## src/rtl/reaction_timer_core.sv

```systemverilog
// Reaction-game timing datapath: random down-count for the FSM and ms reaction measurement with best-time tracking.
// Outputs are registered, so they update one clk after an enable edge is sampled; there is no backpressure (level enables only).
module reaction_timer_core #(
  parameter int TICK_DIV = 50000,
  parameter int CD_MIN   = 1000,
  parameter int RND_BITS = 11,
  parameter int RT_MAX   = 9999
) (
  input  logic        clk,
  input  logic        Reset,
  input  logic        en_dc,
  input  logic        en_c,
  output logic [11:0] countdown,
  output logic [13:0] reaction,
  output logic        rt_valid,
  output logic        overflow,
  output logic [13:0] best
);

  localparam int PW = (TICK_DIV > 1) ? $clog2(TICK_DIV) : 1;
  localparam logic [PW-1:0] TICK_LAST = PW'(TICK_DIV - 1);
  localparam logic [11:0]   CD_MIN_W  = 12'(CD_MIN);
  localparam logic [13:0]   RT_MAX_W  = 14'(RT_MAX);

  // The largest possible load must stay below 0xFFF, which is reserved as the idle value.
  if (CD_MIN + (1 << RND_BITS) - 1 > 4094) begin : g_bad_cd_range
    $error("reaction_timer_core: CD_MIN + 2**RND_BITS - 1 exceeds 4094");
  end

  typedef enum logic [1:0] {R_IDLE, R_COUNT, R_DONE} r_state_t;

  logic            en_dc_q, en_c_q;
  logic            rise_dc, rise_c, fall_c;
  logic [PW-1:0]   presc;
  logic            tick;
  logic [15:0]     lfsr;
  logic            lfsr_fb;
  logic [11:0]     cd_load;

  r_state_t        state, state_d;
  logic [13:0]     cnt, cnt_d;
  logic [13:0]     reaction_d, best_d;
  logic            rt_valid_d, overflow_d;

  assign rise_dc = en_dc & ~en_dc_q;
  assign rise_c  = en_c & ~en_c_q;
  assign fall_c  = ~en_c & en_c_q;
  assign tick    = (presc == TICK_LAST) && !(rise_dc || rise_c);
  assign lfsr_fb = lfsr[0] ^ lfsr[2] ^ lfsr[3] ^ lfsr[5];
  assign cd_load = CD_MIN_W + {{(12-RND_BITS){1'b0}}, lfsr[RND_BITS-1:0]};

  always_ff @(posedge clk or posedge Reset) begin
    if (Reset) begin
      en_dc_q   <= 1'b0;
      en_c_q    <= 1'b0;
      presc     <= '0;
      lfsr      <= 16'hACE1;
      countdown <= 12'hFFF;
    end else begin
      en_dc_q <= en_dc;
      en_c_q  <= en_c;
      lfsr    <= {lfsr_fb, lfsr[15:1]};
      // A start of either measurement realigns the ms grid to that start.
      if (rise_dc || rise_c || presc == TICK_LAST)
        presc <= '0;
      else
        presc <= presc + PW'(1);
      if (!en_dc)
        countdown <= 12'hFFF;
      else if (rise_dc)
        countdown <= cd_load;
      else if (tick && countdown != 12'd0)
        countdown <= countdown - 12'd1;
    end
  end

  always_ff @(posedge clk or posedge Reset) begin
    if (Reset) begin
      state    <= R_IDLE;
      cnt      <= '0;
      reaction <= '0;
      rt_valid <= 1'b0;
      overflow <= 1'b0;
      best     <= RT_MAX_W;
    end else begin
      state    <= state_d;
      cnt      <= cnt_d;
      reaction <= reaction_d;
      rt_valid <= rt_valid_d;
      overflow <= overflow_d;
      best     <= best_d;
    end
  end

  always_comb begin
    state_d    = state;
    cnt_d      = cnt;
    reaction_d = reaction;
    rt_valid_d = 1'b0;
    overflow_d = overflow;
    best_d     = best;
    case (state)
      R_IDLE, R_DONE: begin
        if (rise_c) begin
          state_d    = R_COUNT;
          cnt_d      = '0;
          overflow_d = 1'b0;
        end
      end
      R_COUNT: begin
        if (tick) begin
          if (cnt < RT_MAX_W) cnt_d = cnt + 14'd1;
          else                overflow_d = 1'b1;
        end
        // The latch includes a tick landing in the release cycle.
        if (fall_c) begin
          state_d    = R_DONE;
          reaction_d = cnt_d;
          rt_valid_d = 1'b1;
          if (!overflow_d && cnt_d < best) best_d = cnt_d;
        end
      end
      default: state_d = R_IDLE;
    endcase
  end

endmodule

```

## config.mk

```make
export PLATFORM = sky130hd
export DESIGN_NAME = reaction_timer_core
export DESIGN_NICKNAME = d
export VERILOG_FILES = /design/src/rtl/reaction_timer_core.sv
export SDC_FILE = /design/constraint.sdc
export NUM_CORES = 1
export LEC_CHECK = 0
export BUFFER_PORTS_ARGS = -buffer_cell sky130_fd_sc_hd__buf_2
export CAP_MARGIN = 20
export CORE_UTILIZATION = 50
export CTS_BUF_LIST = sky130_fd_sc_hd__clkbuf_2 sky130_fd_sc_hd__clkbuf_4 sky130_fd_sc_hd__clkbuf_8
export CTS_CLUSTER_DIAMETER = 50
export DETAILED_ROUTE_END_ITERATION = 12
export PLACE_DENSITY = 0.81
export SLEW_MARGIN = 0
export SYNTH_ARGS = -nofsm -noshare
export SYNTH_HDL_FRONTEND = slang
export SYNTH_SLANG_ARGS = --single-unit
```

## constraint.sdc

```tcl
create_clock -name clk -period 4.9 [get_ports clk]
set_input_delay 1.47 -clock clk [delete_from_list [all_inputs] [get_ports clk]]
set_output_delay 1.47 -clock clk [all_outputs]
set_load 0.1 [all_outputs]
```

==> results.py, run 1 <==
metrics = {
    "outcome": {
        "outcome": "complete, no violations",
    },
    "global_routing": {
        "grt_antenna_before_repair": 0,
        "grtUsageTotal": 0.220,
        "overflow": 0,
        "grt_pass1_vias": 3557,
        "grt_pass1_wl_mm": 17.1,
        "grt_max_degree": 41,
    },
    "floorplanning": {
        "die_y_um": 98.7,
        "rows": 34,
        "core_mm2": 0.00889,
        "dieArea_mm2": 0.00974,
        "top_level_ports": 46,
        "die_w_um": 98.7,
        "initial_core_util": 0.526,
    },
    "synthesis": {
        "synth_area_mm2": 0.00467,
        "seq_area_frac_synth": 0.500,
        "syn-num-nets": 468,
        "synthCells": 447,
        "avgSynthCellArea_um2": 10.5,
        "yosysUniqueCellTypes": 60,
        "yosysWarnings": 0,
        "synthArstFlopShare": 1.00,
        "synth_edf_count": 0,
        "synth_flop_cell": "dfrtp_1",
        "ys_seq_elements": 92,
    },
    "setup_path": {
        "slowest_stage": "a2111oi_1",
        "path_max_fanout": 9,
        "critPathRequiredTime_ns": 5.15,
        "start_kind": "primary input",
        "timing.critical_path.slowest_cell_delay_ns": 0.66,
        "crit_arrival_ns": 4.94,
        "end_kind": "flip-flop",
        "crit_type": "in2reg",
        "crit_chain": "buf_2 -> nand2b_1 -> nand2_1 -> nor4_4 -> and4_1 -> xnor2_1 -> inv_1 -> ha_1 -> and2_1 -> a2111oi_1 -> nand3_1 -> mux2i_1 -> o21ai_4 -> mux2_1",
    },
    "clock_network": {
        "cts_setup_buffers": 0,
        "clkSinkCount": 92,
        "cts_resized": 0,
        "clk_pin_slew_ns": 0.10,
        "cts_tree": "done",
        "cts_hold_buf": 0,
        "insertion_delay_ns": 0.37,
        "cts_made_buffers": 9,
        "root_buffer": "clkbuf_8",
        "cts.path.max_buffers": 2,
        "h-tree-depth": 3,
    },
    "drt": {
        "drtIter0Drc": 251,
        "drt-pass1-iter-count": 4,
        "ant_nets": 0,
        "vias": 3606,
        "routedWlPerCell_um": 16.4,
        "routed_wl_mm": 9.97,
        "via_per_inst": 5.92,
        "drc_errors": 0,
    },
    "timing": {
        "fin_ws_ns": 0.216,
        "hold_viol": 0,
        "final-setup-viol-count": 0,
        "period_minus_slack_ns": 4.68,
        "min_period_over_period": 0.956,
        "finalMaxSlewViolations": 0,
        "skew_ns": 0.0108,
        "rsz0062_at_grt": "no",
        "slew_headroom": 0.442,
        "tightest_slew_ns": 0.838,
        "fmax_mhz": 213,
    },
    "place": {
        "dp_slack_ns": -0.113,
        "dpl_cell_area_mm2": 0.00503,
        "io_buffers": 45,
        "gp_congestion": 0.883,
        "dpl.hpwl_mm": 6.99,
    },
    "pwr": {
        "ir_worst_vdd_v": 0.000268,
        "power_density_mw_per_mm2": 431,
        "p_leak_uw": 0.00249,
    },
    "cells_and_area": {
        "area_growth_pct": 12.7,
        "diodes": 0,
        "final_area_mm2": 0.00527,
        "drive_above_1_share": 0.238,
        "fin_nets": 517,
    },
    "hold_path": {
        "hp-class": "reg2reg",
    },
    "flow_run": {
        "max_cap_violations": 0,
    },
}
-- per-stage QoR --
step           setup TNS, ns  hold WS (ns)  cells  power, uW   util
2_1_floorplan              0         0.333    447       1560      -
3_3_place_gp               0         0.339    593       1670  0.566
3_5_place_dp           -1.03         0.343    593       1690  0.566
4_1_cts                    0         0.358    609       2280  0.592
5_1_grt                    0         0.365    609       2360  0.592
6_report                   0         0.360    609       2270  0.592
-- state kept, by name, indices dropped and copies added, names as in the netlist, 2 cells and up --
| name | flops |
|---|---|
| best | 14 |
| countdown | 12 |
| state | 2 |
| cnt | 14 |
| presc | 16 |
| lfsr | 16 |
| reaction | 14 |
-- final cells by class --
class | instances | area, um^2
fill | 721 | 3620
sequential | 92 | 2340
multi-input combinational | 309 | 2160
timing repair buffer | 53 | 285
clock buffer | 10 | 138
tap | 108 | 135
inverter | 31 | 118
clock inverter | 6 | 93.8
-- final timing paths --
| check | end | slack [ns] | from | cells past startpoint |
|---|---|---|---|---|
| worst max-delay path | best[4] | 0.22 | en_c | 14 |
| worst min-delay path | lfsr[11] | 0.36 | lfsr[12] | 0 |
| worst max register to register | best[4] | 0.58 | presc[0] | 14 |
| worst min register to register | lfsr[11] | 0.36 | lfsr[12] | 0 |
| max in group asynchronous | best[3] | 2.93 | Reset | 3 |
| min in group asynchronous | cnt[11] | 1.09 | Reset | 2 |
-- where the power goes --
group          internal [uW]  leakage, uW  switching [uW]
Sequential               840      0.00116            41.5
Clock                    306     0.000113             285
Combinational            143      0.00122             654
-- critical path, delay by kind of cell --
family,cells,cell delay [ns]
multiplexers,2,0.66
AND/OR/NAND/NOR,6,1.25
XOR/XNOR,1,0.20
AO/OA/AOI/OAI,2,0.82
adder cells (fa/ha/maj),1,0.29
buffers and inverters,2,0.23
-- per-layer routing --
metal	vias up	routed length, um	global-route usage
li1	1694	-	-
met1	1760	4580	0.299
met2	119	4590	0.339
met3	33	503	0.0426
met4	0	295	0.113
met5	-	0	0
-- cells in the mapped netlist, types with 12 or more instances --
library cell,number,area [um^2]
nand2_1,30,113
clkbuf_1,12,45.0
o21ai_0,16,80.1
dfstp_2,28,736
xnor2_1,18,158
dfrtp_1,64,1600
nor2_1,33,124
and3_1,12,75.1
xor2_1,16,140
nand4_1,12,75.1
inv_1,31,116
nand3_1,20,100
a21oi_1,22,110
ha_1,17,213
-- cell usage in the layout, fill, tap and decap left out, types with 3 or more instances in the layout --
master	count
xor2_1	16
a21oi_1	22
buf_2	45
nor3_1	6
mux2_2	8
a221o_1	3
nand2b_1	3
and4bb_2	3
or3_1	4
xnor2_1	18
o21a_1	3
o21ai_0	16
nand4_1	12
dfstp_2	28
a21o_1	3
and3_1	12
dfrtp_1	64
nor2b_1	5
mux2_1	8
ha_1	17
and4_1	3
nand3_1	20
clkbuf_8	10
a31oi_1	4
inv_1	30
a211oi_1	6
a22oi_1	3
o21ai_1	4
or4_1	3
mux2i_1	8
nor2_1	33
buf_4	8
and2_1	5
nand2_1	30
-- cells by family after synthesis --
kind of cell | Yosys count | synth area share
AND/OR/NAND/NOR | 150 | 0.175
flip-flops | 92 | 0.500
AO/OA/AOI/OAI | 83 | 0.118
buffers and inverters | 46 | 0.0391
XOR/XNOR | 35 | 0.0672
multiplexers | 24 | 0.0557
adder cells (fa/ha/maj) | 17 | 0.0455
Power figures use the tool's default switching activity.
==> run 2, diff against run 1 <==
--- a/config.mk
+++ b/config.mk
@@ -7,11 +7,13 @@
 export LEC_CHECK = 0
 export BUFFER_PORTS_ARGS = -buffer_cell sky130_fd_sc_hd__buf_2
 export CAP_MARGIN = 20
-export CORE_UTILIZATION = 50
+export CELL_PAD_IN_SITES_DETAIL_PLACEMENT = 0
+export CELL_PAD_IN_SITES_GLOBAL_PLACEMENT = 1
+export CORE_UTILIZATION = 48
 export CTS_BUF_LIST = sky130_fd_sc_hd__clkbuf_2 sky130_fd_sc_hd__clkbuf_4 sky130_fd_sc_hd__clkbuf_8
 export CTS_CLUSTER_DIAMETER = 50
 export DETAILED_ROUTE_END_ITERATION = 12
-export PLACE_DENSITY = 0.81
+export PLACE_DENSITY = 0.94
 export SLEW_MARGIN = 0
 export SYNTH_ARGS = -nofsm -noshare
 export SYNTH_HDL_FRONTEND = slang
==> run 2 against run 1 <==
  * Non-clock buffer count is 1 higher
  * Wire length is 0.45% higher
  * Fmax is 3.9% higher
  * Design area is 0.12% lower
  * Clock power is 17% lower
  * Sequential power hardly changed
  * Largest power group unchanged
==> results.py, run 2 (same netlist as run 1, synthesis figures left out) <==
metrics = {
    "outcome": {
        "outcome": "complete, no violations",
    },
    "pwr": {
        "p_leak_uw": 0.00249,
        "power_uw": 2170,
        "power_density_mw_per_mm2": 412,
        "ir_worst_vdd_v": 0.000305,
    },
    "clock_network": {
        "h-tree-depth": 3,
        "cts_made_buffers": 9,
        "insertion_delay_ns": 0.35,
        "cts.path.max_buffers": 2,
        "cts_setup_buffers": 0,
        "cts_resized": 0,
        "clk_pin_slew_ns": 0.09,
        "root_buffer": "clkbuf_8",
        "clkSinkCount": 92,
        "cts_hold_buf": 0,
        "cts_tree": "done",
    },
    "timing": {
        "period_minus_slack_ns": 4.51,
        "fmax_mhz": 222,
        "final-setup-viol-count": 0,
        "rsz0062_at_grt": "no",
        "finalMaxSlewViolations": 0,
        "skew_ns": 0.0113,
        "fin_ws_ns": 0.392,
        "timing.setup.tns_ns": 0,
        "min_period_over_period": 0.920,
        "tightest_slew_ns": 0.923,
        "hold_viol": 0,
        "slew_headroom": 0.384,
    },
    "cells_and_area": {
        "drive_above_1_share": 0.239,
        "fin_nets": 518,
        "final_cell_mix": "dfrtp_1, buf_2, nor2_1, nand2_1, inv_1",
        "top_regs": "lfsr: 16 flops, presc: 16 flops",
        "fillers": 830,
        "diodes": 0,
        "area_growth_pct": 12.5,
        "layout_commonest_cell": "dfrtp_1",
    },
    "setup_path": {
        "path_max_fanout": 14,
        "cpLargestDelayFamily": "simple AND/OR/NAND/NOR gates",
        "end_kind": "flip-flop",
        "slowest_stage": "a2111oi_1",
        "crit_buf_inv": 1,
        "timing.critical_path.slowest_cell_delay_ns": 0.59,
        "crit_chain": "buf_2 -> nand2b_1 -> nand2_1 -> nor4_4 -> nand4_1 -> xnor2_1 -> ha_1 -> and2_1 -> a2111oi_1 -> nand3_1 -> mux2i_1 -> o21ai_4 -> mux2_1",
        "crit_type": "in2reg",
        "critPathRequiredTime_ns": 5.14,
        "crit_arrival_ns": 4.75,
        "start_kind": "primary input",
    },
    "global_routing": {
        "grtUsageTotal": 0.216,
        "grt_max_degree": 54,
        "grt_antenna_before_repair": 0,
        "grt_pass1_vias": 3526,
        "overflow": 0,
        "grt_pass1_wl_mm": 17.1,
    },
    "drt": {
        "via_per_inst": 5.53,
        "vias": 3487,
        "ant_nets": 0,
        "routed_wl_mm": 10.0,
        "drc_errors": 0,
        "drtIter0Drc": 228,
        "drt-pass1-iter-count": 5,
        "routedWlPerCell_um": 15.9,
    },
    "hold_path": {
        "hp-class": "reg2reg",
    },
    "floorplanning": {
        "rows": 35,
        "core_mm2": 0.00933,
        "initial_core_util": 0.501,
        "dieArea_mm2": 0.0101,
        "top_level_ports": 46,
        "die_y_um": 101,
        "die_w_um": 101,
    },
    "place": {
        "io_buffers": 45,
        "gp_congestion": 0.822,
        "dpl.hpwl_mm": 7.11,
        "dp_slack_ns": 0.0623,
    },
    "flow_run": {
        "max_cap_violations": 0,
    },
}
[run 2: worst paths after layout]
check,startpoint,slack [ns],to,cells after the start
max in group asynchronous,Reset,2.68,best[10],3
worst min register to register,lfsr[11],0.35,lfsr[10],0
worst max register to register,cnt[0],0.76,best[11],12
worst min-delay path,lfsr[11],0.35,lfsr[10],0
min in group asynchronous,Reset,1.29,presc[13],2
worst max-delay path,en_c,0.39,best[11],13
[run 2: power by group]
part	leakage, uW	switching [uW]	total, uW	internal (uW)
clock network	0.000103	259	492	233
logic	0.00122	649	791	142
registers	0.00116	43.4	884	841
total	0.00249	952	2170	1210
[run 2: metal layers]
| layer | vias up | GRT usage | wire, um |
|---|---|---|---|
| met2 | 74 | 0.350 | 4620 |
| li1 | 1683 | - | - |
| met3 | 8 | 0.0291 | 314 |
| met1 | 1722 | 0.301 | 4930 |
| met5 | - | 0 | 0 |
| met4 | 0 | 0.0736 | 148 |
[run 2: through the flow]
stage / hold WS [ns] / cell area [um^2] / instances / util
2_1_floorplan: 0.333 / 4670 / 447 / -
3_3_place_gp: 0.337 / 5070 / 615 / 0.543
3_5_place_dp: 0.342 / 5070 / 615 / 0.543
4_1_cts: 0.357 / 5260 / 631 / 0.564
5_1_grt: 0.363 / 5260 / 631 / 0.564
6_report: 0.355 / 5260 / 631 / 0.564
[run 2: area by class of cell]
class | instances | area, um^2 | area share
flip-flops and latches | 92 | 2340 | 0.444
repair buffers | 54 | 293 | 0.0557
multi-input cells | 309 | 2160 | 0.411
clock buffers | 13 | 173 | 0.0328
clock inverters | 3 | 18.8 | 0.00357
well taps | 129 | 161 | 0.0307
inverters | 31 | 118 | 0.0224
[run 2: worst reg2reg max path, stage by stage, from the launching register on]
cell and delay, ns:
dfrtp_1 0.47, ha_1 0.35, nand3_1 0.11, a21oi_1 0.12, or2_1 0.29, or4_1 0.68
xnor2_2 0.26, ha_1 0.29, a211oi_1 0.26, o211ai_1 0.16, a211oi_1 0.42, o21ai_4 0.27
mux2_1 0.37
